[config.mk]
export PLATFORM = sky130hd
export DESIGN_NAME = des_iter_engine
export DESIGN_NICKNAME = d
export VERILOG_FILES = /design/src/rtl/des_pkg.sv /design/src/rtl/des_round.sv /design/src/rtl/des_iter_engine.sv
export SDC_FILE = /design/constraint.sdc
export NUM_CORES = 1
export LEC_CHECK = 0
export ABC_AREA = 1
export BUFFER_PORTS_ARGS = -buffer_cell sky130_fd_sc_hd__buf_2
export CAP_MARGIN = 0
export CORE_ASPECT_RATIO = 1.2
export CORE_MARGIN = 5
export CORE_UTILIZATION = 53
export DETAILED_ROUTE_END_ITERATION = 8
export PLACE_DENSITY = 0.93
export SLEW_MARGIN = 20
export SYNTH_ARGS = -nofsm -noshare
export SYNTH_HDL_FRONTEND = slang
export SYNTH_SLANG_ARGS = --single-unit
[constraint.sdc]
create_clock -name clk -period 4.3 [get_ports clk]
set_input_delay 0.86 -clock clk [delete_from_list [all_inputs] [get_ports clk]]
set_output_delay 0.86 -clock clk [all_outputs]
set_load 0.05 [all_outputs]
[src/rtl/des_pkg.sv]
// DES constant tables, state encoding and the permutation / S-box helpers
// shared by the iterative engine and its round sub-module.
package des_pkg;

  typedef enum logic [1:0] {
    IDLE = 2'd0,
    RUN  = 2'd1,
    DONE = 2'd2
  } des_state_t;

  // Tables use DES bit numbering: bit 1 is the most significant bit.
  localparam int IP [64] = '{58,50,42,34,26,18,10,2, 60,52,44,36,28,20,12,4,
                             62,54,46,38,30,22,14,6, 64,56,48,40,32,24,16,8,
                             57,49,41,33,25,17, 9,1, 59,51,43,35,27,19,11,3,
                             61,53,45,37,29,21,13,5, 63,55,47,39,31,23,15,7};
  localparam int FP [64] = '{40,8,48,16,56,24,64,32, 39,7,47,15,55,23,63,31,
                             38,6,46,14,54,22,62,30, 37,5,45,13,53,21,61,29,
                             36,4,44,12,52,20,60,28, 35,3,43,11,51,19,59,27,
                             34,2,42,10,50,18,58,26, 33,1,41, 9,49,17,57,25};
  localparam int E [48] = '{32, 1, 2, 3, 4, 5,  4, 5, 6, 7, 8, 9,  8, 9,10,11,12,13,
                            12,13,14,15,16,17, 16,17,18,19,20,21, 20,21,22,23,24,25,
                            24,25,26,27,28,29, 28,29,30,31,32, 1};
  localparam int P [32] = '{16, 7,20,21,29,12,28,17,  1,15,23,26, 5,18,31,10,
                             2, 8,24,14,32,27, 3, 9, 19,13,30, 6,22,11, 4,25};
  localparam int PC1 [56] = '{57,49,41,33,25,17, 9,  1,58,50,42,34,26,18,
                              10, 2,59,51,43,35,27, 19,11, 3,60,52,44,36,
                              63,55,47,39,31,23,15,  7,62,54,46,38,30,22,
                              14, 6,61,53,45,37,29, 21,13, 5,28,20,12, 4};
  localparam int PC2 [48] = '{14,17,11,24, 1, 5,  3,28,15, 6,21,10, 23,19,12, 4,26, 8,
                              16, 7,27,20,13, 2, 41,52,31,37,47,55, 30,40,51,45,33,48,
                              44,49,39,56,34,53, 46,42,50,36,29,32};
  localparam int SHIFT [1:16] = '{1,1,2,2,2,2,2,2,1,2,2,2,2,2,2,1};

  localparam int S1 [64] = '{14,4,13,1,2,15,11,8,3,10,6,12,5,9,0,7, 0,15,7,4,14,2,13,1,10,6,12,11,9,5,3,8,
                             4,1,14,8,13,6,2,11,15,12,9,7,3,10,5,0, 15,12,8,2,4,9,1,7,5,11,3,14,10,0,6,13};
  localparam int S2 [64] = '{15,1,8,14,6,11,3,4,9,7,2,13,12,0,5,10, 3,13,4,7,15,2,8,14,12,0,1,10,6,9,11,5,
                             0,14,7,11,10,4,13,1,5,8,12,6,9,3,2,15, 13,8,10,1,3,15,4,2,11,6,7,12,0,5,14,9};
  localparam int S3 [64] = '{10,0,9,14,6,3,15,5,1,13,12,7,11,4,2,8, 13,7,0,9,3,4,6,10,2,8,5,14,12,11,15,1,
                             13,6,4,9,8,15,3,0,11,1,2,12,5,10,14,7, 1,10,13,0,6,9,8,7,4,15,14,3,11,5,2,12};
  localparam int S4 [64] = '{7,13,14,3,0,6,9,10,1,2,8,5,11,12,4,15, 13,8,11,5,6,15,0,3,4,7,2,12,1,10,14,9,
                             10,6,9,0,12,11,7,13,15,1,3,14,5,2,8,4, 3,15,0,6,10,1,13,8,9,4,5,11,12,7,2,14};
  localparam int S5 [64] = '{2,12,4,1,7,10,11,6,8,5,3,15,13,0,14,9, 14,11,2,12,4,7,13,1,5,0,15,10,3,9,8,6,
                             4,2,1,11,10,13,7,8,15,9,12,5,6,3,0,14, 11,8,12,7,1,14,2,13,6,15,0,9,10,4,5,3};
  localparam int S6 [64] = '{12,1,10,15,9,2,6,8,0,13,3,4,14,7,5,11, 10,15,4,2,7,12,9,5,6,1,13,14,0,11,3,8,
                             9,14,15,5,2,8,12,3,7,0,4,10,1,13,11,6, 4,3,2,12,9,5,15,10,11,14,1,7,6,0,8,13};
  localparam int S7 [64] = '{4,11,2,14,15,0,8,13,3,12,9,7,5,10,6,1, 13,0,11,7,4,9,1,10,14,3,5,12,2,15,8,6,
                             1,4,11,13,12,3,7,14,10,15,6,8,0,5,9,2, 6,11,13,8,1,4,10,7,9,5,0,15,14,2,3,12};
  localparam int S8 [64] = '{13,2,8,4,6,15,11,1,10,9,3,14,5,0,12,7, 1,15,13,8,10,3,7,4,12,5,6,11,0,14,9,2,
                             7,11,4,1,9,12,14,2,0,6,10,13,15,3,5,8, 2,1,14,7,4,10,8,13,15,12,9,0,3,5,6,11};

  function automatic logic [63:0] ip_perm(input logic [63:0] x);
    logic [63:0] y;
    y = 64'd0;
    for (int i = 0; i < 64; i++) y[6'(63 - i)] = x[6'(64 - IP[i])];
    return y;
  endfunction

  function automatic logic [63:0] fp_perm(input logic [63:0] x);
    logic [63:0] y;
    y = 64'd0;
    for (int i = 0; i < 64; i++) y[6'(63 - i)] = x[6'(64 - FP[i])];
    return y;
  endfunction

  function automatic logic [55:0] pc1_perm(input logic [63:0] x);
    logic [55:0] y;
    y = 56'd0;
    for (int i = 0; i < 56; i++) y[6'(55 - i)] = x[6'(64 - PC1[i])];
    return y;
  endfunction

  function automatic logic [47:0] pc2_perm(input logic [55:0] x);
    logic [47:0] y;
    y = 48'd0;
    for (int i = 0; i < 48; i++) y[6'(47 - i)] = x[6'(56 - PC2[i])];
    return y;
  endfunction

  function automatic logic [3:0] sbox(input logic [2:0] idx, input logic [5:0] six);
    logic [5:0] a;
    logic [3:0] v;
    a = {six[5], six[0], six[4:1]};
    case (idx)
      3'd0:    v = 4'(S1[a]);
      3'd1:    v = 4'(S2[a]);
      3'd2:    v = 4'(S3[a]);
      3'd3:    v = 4'(S4[a]);
      3'd4:    v = 4'(S5[a]);
      3'd5:    v = 4'(S6[a]);
      3'd6:    v = 4'(S7[a]);
      3'd7:    v = 4'(S8[a]);
      default: v = 4'd0;
    endcase
    return v;
  endfunction

  function automatic logic [31:0] feistel(input logic [31:0] r, input logic [47:0] k);
    logic [47:0] ex;
    logic [47:0] x;
    logic [31:0] s;
    logic [31:0] y;
    ex = 48'd0;
    for (int i = 0; i < 48; i++) ex[6'(47 - i)] = r[5'(32 - E[i])];
    x = ex ^ k;
    s = 32'd0;
    for (int b = 0; b < 8; b++) s[5'(31 - 4 * b) -: 4] = sbox(3'(b), x[6'(47 - 6 * b) -: 6]);
    y = 32'd0;
    for (int i = 0; i < 32; i++) y[5'(31 - i)] = s[5'(32 - P[i])];
    return y;
  endfunction

  // A valid DES key has odd parity in every byte.
  function automatic logic key_parity_ok(input logic [63:0] k);
    logic ok;
    ok = 1'b1;
    for (int b = 0; b < 8; b++) ok = ok & (^k[6'(8 * b) +: 8]);
    return ok;
  endfunction

  // Decryption replays the schedule backwards: round 1 reuses C0/D0 unrotated.
  function automatic logic [1:0] shift_amt(input logic [4:0] rnd, input logic dec);
    logic [1:0] amt;
    if (rnd == 5'd0 || rnd > 5'd16) amt = 2'd0;
    else if (!dec) amt = 2'(SHIFT[rnd]);
    else if (rnd == 5'd1) amt = 2'd0;
    else amt = 2'(SHIFT[5'd18 - rnd]);
    return amt;
  endfunction

  function automatic logic [27:0] rot28(input logic [27:0] x, input logic [1:0] amt, input logic right);
    logic [27:0] y;
    case ({right, amt})
      3'b001:  y = {x[26:0], x[27]};
      3'b010:  y = {x[25:0], x[27:26]};
      3'b101:  y = {x[0], x[27:1]};
      3'b110:  y = {x[1:0], x[27:2]};
      default: y = x;
    endcase
    return y;
  endfunction

endpackage

[src/rtl/des_round.sv]
// One combinational DES Feistel round: L' = R, R' = L ^ f(R, K).
module des_round
  import des_pkg::*;
(
  input  logic [31:0] l_in,
  input  logic [31:0] r_in,
  input  logic [47:0] subkey,
  output logic [31:0] l_out,
  output logic [31:0] r_out
);

  assign l_out = r_in;
  assign r_out = l_in ^ feistel(r_in, subkey);

endmodule

[src/rtl/des_iter_engine.sv]
// Iterative DES encrypt/decrypt engine evaluating ROUNDS_PER_CYCLE rounds per
// clock, with a valid/ready request side and a valid/ready result side.
module des_iter_engine
  import des_pkg::*;
#(
  parameter int ROUNDS_PER_CYCLE = 1,
  parameter int KEY_PARITY_CHECK = 0
) (
  input  logic        clk,
  input  logic        reset,
  input  logic        in_valid,
  output logic        in_ready,
  input  logic [64:1] msg,
  input  logic [64:1] key,
  input  logic        decrypt_mode,
  output logic        out_valid,
  input  logic        out_ready,
  output logic [64:1] data_out,
  output logic        key_err,
  output logic        busy
);

  if (!(ROUNDS_PER_CYCLE == 1 || ROUNDS_PER_CYCLE == 2 || ROUNDS_PER_CYCLE == 4 ||
        ROUNDS_PER_CYCLE == 8 || ROUNDS_PER_CYCLE == 16)) begin : g_bad_rpc
    $error("des_iter_engine: ROUNDS_PER_CYCLE must be 1, 2, 4, 8 or 16");
  end

  localparam logic [4:0] RPC_STEP = 5'(ROUNDS_PER_CYCLE);

  des_state_t  state_q, state_d;
  logic [4:0]  cnt_q, cnt_d;
  logic [31:0] l_q, l_d, r_q, r_d;
  logic [27:0] c_q, c_d, d_q, d_d;
  logic        dec_q, dec_d;
  logic [63:0] data_out_q, data_out_d;
  logic        key_err_q, key_err_d;

  logic        accept_s;
  logic        key_bad_s;
  logic [31:0] l_s [ROUNDS_PER_CYCLE+1];
  logic [31:0] r_s [ROUNDS_PER_CYCLE+1];
  logic [27:0] c_s [ROUNDS_PER_CYCLE+1];
  logic [27:0] d_s [ROUNDS_PER_CYCLE+1];

  assign in_ready  = (state_q == IDLE) || ((state_q == DONE) && out_ready);
  assign accept_s  = in_valid && in_ready;
  assign key_bad_s = (KEY_PARITY_CHECK != 0) && !key_parity_ok(key);
  assign out_valid = (state_q == DONE);
  assign busy      = (state_q == RUN);
  assign data_out  = data_out_q;
  assign key_err   = key_err_q;

  assign l_s[0] = l_q;
  assign r_s[0] = r_q;
  assign c_s[0] = c_q;
  assign d_s[0] = d_q;

  for (genvar j = 0; j < ROUNDS_PER_CYCLE; j++) begin : g_round
    logic [4:0]  rnd_s;
    logic [1:0]  amt_s;
    logic [47:0] subkey_s;

    // Key rotation for round j of this cycle, then its subkey.
    assign rnd_s      = cnt_q + 5'(j + 1);
    assign amt_s      = shift_amt(rnd_s, dec_q);
    assign c_s[j+1]   = rot28(c_s[j], amt_s, dec_q);
    assign d_s[j+1]   = rot28(d_s[j], amt_s, dec_q);
    assign subkey_s   = pc2_perm({c_s[j+1], d_s[j+1]});

    des_round u_round (
      .l_in   (l_s[j]),
      .r_in   (r_s[j]),
      .subkey (subkey_s),
      .l_out  (l_s[j+1]),
      .r_out  (r_s[j+1])
    );
  end

  // Next-state and datapath update.
  always_comb begin
    state_d    = state_q;
    cnt_d      = cnt_q;
    l_d        = l_q;
    r_d        = r_q;
    c_d        = c_q;
    d_d        = d_q;
    dec_d      = dec_q;
    data_out_d = data_out_q;
    key_err_d  = key_err_q;
    case (state_q)
      IDLE: state_d = IDLE;
      RUN: begin
        l_d   = l_s[ROUNDS_PER_CYCLE];
        r_d   = r_s[ROUNDS_PER_CYCLE];
        c_d   = c_s[ROUNDS_PER_CYCLE];
        d_d   = d_s[ROUNDS_PER_CYCLE];
        cnt_d = cnt_q + RPC_STEP;
        if (cnt_d >= 5'd16) begin
          cnt_d      = 5'd16;
          state_d    = DONE;
          data_out_d = fp_perm({r_s[ROUNDS_PER_CYCLE], l_s[ROUNDS_PER_CYCLE]});
          key_err_d  = 1'b0;
        end else begin
          state_d = RUN;
        end
      end
      DONE: begin
        if (out_ready) state_d = IDLE;
        else state_d = DONE;
      end
      default: state_d = IDLE;
    endcase
    // A new request overrides the hold/return decision above, giving back-to-back.
    if (accept_s) begin
      cnt_d      = 5'd0;
      dec_d      = decrypt_mode;
      {l_d, r_d} = ip_perm(msg);
      {c_d, d_d} = pc1_perm(key);
      if (key_bad_s) begin
        state_d    = DONE;
        data_out_d = 64'd0;
        key_err_d  = 1'b1;
      end else begin
        state_d   = RUN;
        key_err_d = 1'b0;
      end
    end else begin
      dec_d = dec_q;
    end
  end

  // State and datapath registers.
  always_ff @(posedge clk or posedge reset) begin
    if (reset) begin
      state_q    <= IDLE;
      cnt_q      <= 5'd0;
      l_q        <= 32'd0;
      r_q        <= 32'd0;
      c_q        <= 28'd0;
      d_q        <= 28'd0;
      dec_q      <= 1'b0;
      data_out_q <= 64'd0;
      key_err_q  <= 1'b0;
    end else begin
      state_q    <= state_d;
      cnt_q      <= cnt_d;
      l_q        <= l_d;
      r_q        <= r_d;
      c_q        <= c_d;
      d_q        <= d_d;
      dec_q      <= dec_d;
      data_out_q <= data_out_d;
      key_err_q  <= key_err_d;
    end
  end

endmodule

==> metrics.txt <==
Period minus WS final approximately 3.8 ns; Peak Freq 0.260 GHz; Seq cells post-synth a little under 90; mean post-synth cell area around 7.0 um^2; post-DR vias/cell 5.67; Final ANT Viol Nets 0; asr flop ratio synth 100%; RSZ-0062 raised after global routing false; cell count after synthesis about 950; core area around 12000 um^2; most frequent cells in the layout nand2_1 (293), inv_1 (113), dfrtp_1 (87); hold-fix buffers at CTS 0; Layout Nets between 1k and 1.5k; initial DRC count roughly 780; Slew HR about 43%; final wirelength roughly 19000 um; WS Path Type reg2reg; Main synth FF type dfrtp_1; HPWL Detailed 12800 um; Yosys warning count 0; via count 6604; Final Cycle Share 89.3%; vias in the first global route between 6k and 7k; HP Class reg2reg; final hold vios 0; Worst Tran Pin Value about 0.86 ns; Post-synth EDFFs 0; Worst Hold Depth 2; Arr. time, crit path ~4.1 ns; worst r2r src cnt_q[0]$_DFFE_PP0P_; clock tree buffer depth 2; status finished clean; Post-route DRC 0; routability cong. about 1.0; TritonCTS Sinks 87; Setup TNS Final 0 ns; Seq/Total Area, Yosys roughly 33%; Yosys cell types 40; share of cells above drive strength 1 around 15%; Critical Path Fanout Max 15; H-tree depth 3; CP Capture Type register; leading cell type in the layout, fill and taps excluded nand2_1; worst hold path startpoint data_out[22]$_DFFE_PP0P_; Area after DPL between 6000 and 7000 um^2; total track usage 24.3%; Num CTS Buffers 9; Port Buf Inserts 51; DIE WIDTH 112 um; Cell Area, Synth ~6600 um^2; largest area contributor in the netlist dfrtp_1; wire per inst roughly 16 um; initial antenna violation count 0; # diodes 0; worst hold endpoint data_out[22]$_DFFE_PP0P_; gr ovfl total 0; setup repair bufs after CTS 0; fin. max-slew vios 0; area share of the largest cell type after synthesis approximately a third; Clock Pin Slew Worst Setup and Hold Paths around 0.07 ns; top area cells in the synthesized netlist dfrtp_1 (33%), nand2_1 (17%), inv_1 (6.5%); Area growth, synth to finish 9.09%; r2r endpoint r_q[0]$_DFFE_PP0P_; setup violators final 0; wire length of the first global-routing pass around 30000 um; Max Cap Viol 0; pin count of the biggest net entering global routing 62; Starting Density a little over half; final core occ roughly 59%; worst reg2reg path depth 25; CTS tree done; DIE AREA 14800 um^2; Final Cell Area a little over 7000 um^2; Die Ht roughly 130 um; root buf cell clkbuf_16; CP required 4.54 ns; Startpoint Class register; Ports ~200; post-CTS resize count 0; row count 44; Skew-Pair Late Insertion Delay roughly 0.35 ns; skew final about 0.0093 ns; drt pass-1 iters 8; Reg2Reg Setup Slack 0.46 ns
## cell type report
type	count	area [um^2]
timing repair buffer	70	398
tap	161	201
fill	1038	4940
clock buffer	10	239
clock inverter	6	96.3
multi-input combinational	698	3610
sequential	87	2180
inverter	133	503
## per-layer routing
layer / vias to the layer above / wire length (um) / track usage, % / share of wire [%]
met1: 2987 / 6870 / 28.5 / 37
met3: 96 / 1780 / 5.85 / 9.6
met5: - / 0 / 0 / 0
met2: 403 / 8870 / 41.7 / 48
li1: 3118 / - / - / -
met4: 0 / 986 / 11.9 / 5.3
## through the flow
step                      hold slack [ns]  cells  worst slack [ns]
after floorplan                     0.453    995             0.947
after global placement              0.462   1149             0.691
after detailed placement            0.472   1149             0.607
after CTS                           0.489   1165             0.505
after global routing                0.524   1165             0.156
final                               0.483   1165             0.459
## logic make-up (layout without fill, tap and decap cells)
family                   after synthesis  after routing  share of synthesized area (%)
XOR/XNOR                               4              4                          0.756
AND/OR/NAND/NOR                      480            480                           32.6
flip-flops                            87             87                           32.9
other                                  1             49                         0.0566
buffers and inverters                210            219                           15.3
AO/OA/AOI/OAI                        137            137                           13.1
adder cells (fa/ha/maj)               28             28                           5.29
## worst max-delay path by stage
| stage | depth (start not counted) | from | slack, ns | end |
|---|---|---|---|---|
| after global routing | 27 | cnt_q[0]$_DFFE_PP0P_ | 0.16 | r_q[11]$_DFFE_PP0P_ |
| after detailed placement | 27 | cnt_q[1]$_DFFE_PP0P_ | 0.61 | r_q[0]$_DFFE_PP0P_ |
| after floorplan | 26 | cnt_q[0]$_DFFE_PP0P_ | 0.95 | r_q[3]$_DFFE_PP0P_ |
| final | 25 | cnt_q[0]$_DFFE_PP0P_ | 0.46 | r_q[0]$_DFFE_PP0P_ |
| after global placement | 26 | cnt_q[0]$_DFFE_PP0P_ | 0.69 | r_q[0]$_DFFE_PP0P_ |
| after CTS | 23 | cnt_q[0]$_DFFE_PP0P_ | 0.50 | r_q[7]$_DFFE_PP0P_ |
## worst max-delay path, stage by stage (launching register included)
cell and delay (ns):
dfrtp_1 0.44, ha_1 0.27, nand2_2 0.11, o21ai_2 0.13
nand2_2 0.10, inv_2 0.08, ha_1 0.25, inv_1 0.13
buf_4 0.26, nand2_4 0.10, nand2_4 0.15, nand4_1 0.26
nand2_1 0.19, nand2_1 0.06, nand2_1 0.18, ha_1 0.30
inv_1 0.06, nand2_1 0.06, nand2_1 0.07, nand2_1 0.06
nand3_1 0.09, nand3_1 0.12, nand2_1 0.10, nand2_1 0.05
nand3_1 0.06, nand2_1 0.05
## synth_stat cells, types with 14 or more instances
cell type,number
dfrtp_1,87
nor2_1,30
inv_1,114
o21ai_0,41
nand2_1,293
clkbuf_1,19
nand4_1,30
o22ai_1,41
nand2_2,26
buf_4,51
o221ai_1,14
ha_1,28
nand3_1,82
inv_2,14
## sequential cells by signal, summed over array words and instances, names as in the netlist
register	cells
d_q	28
cnt_q	5
state_q	2
l_q	15
r_q	20
dec_q	1
data_out	16
Power is not shown: default switching activity piles up to over one toggle a cycle in this logic, so the estimate is an artifact.
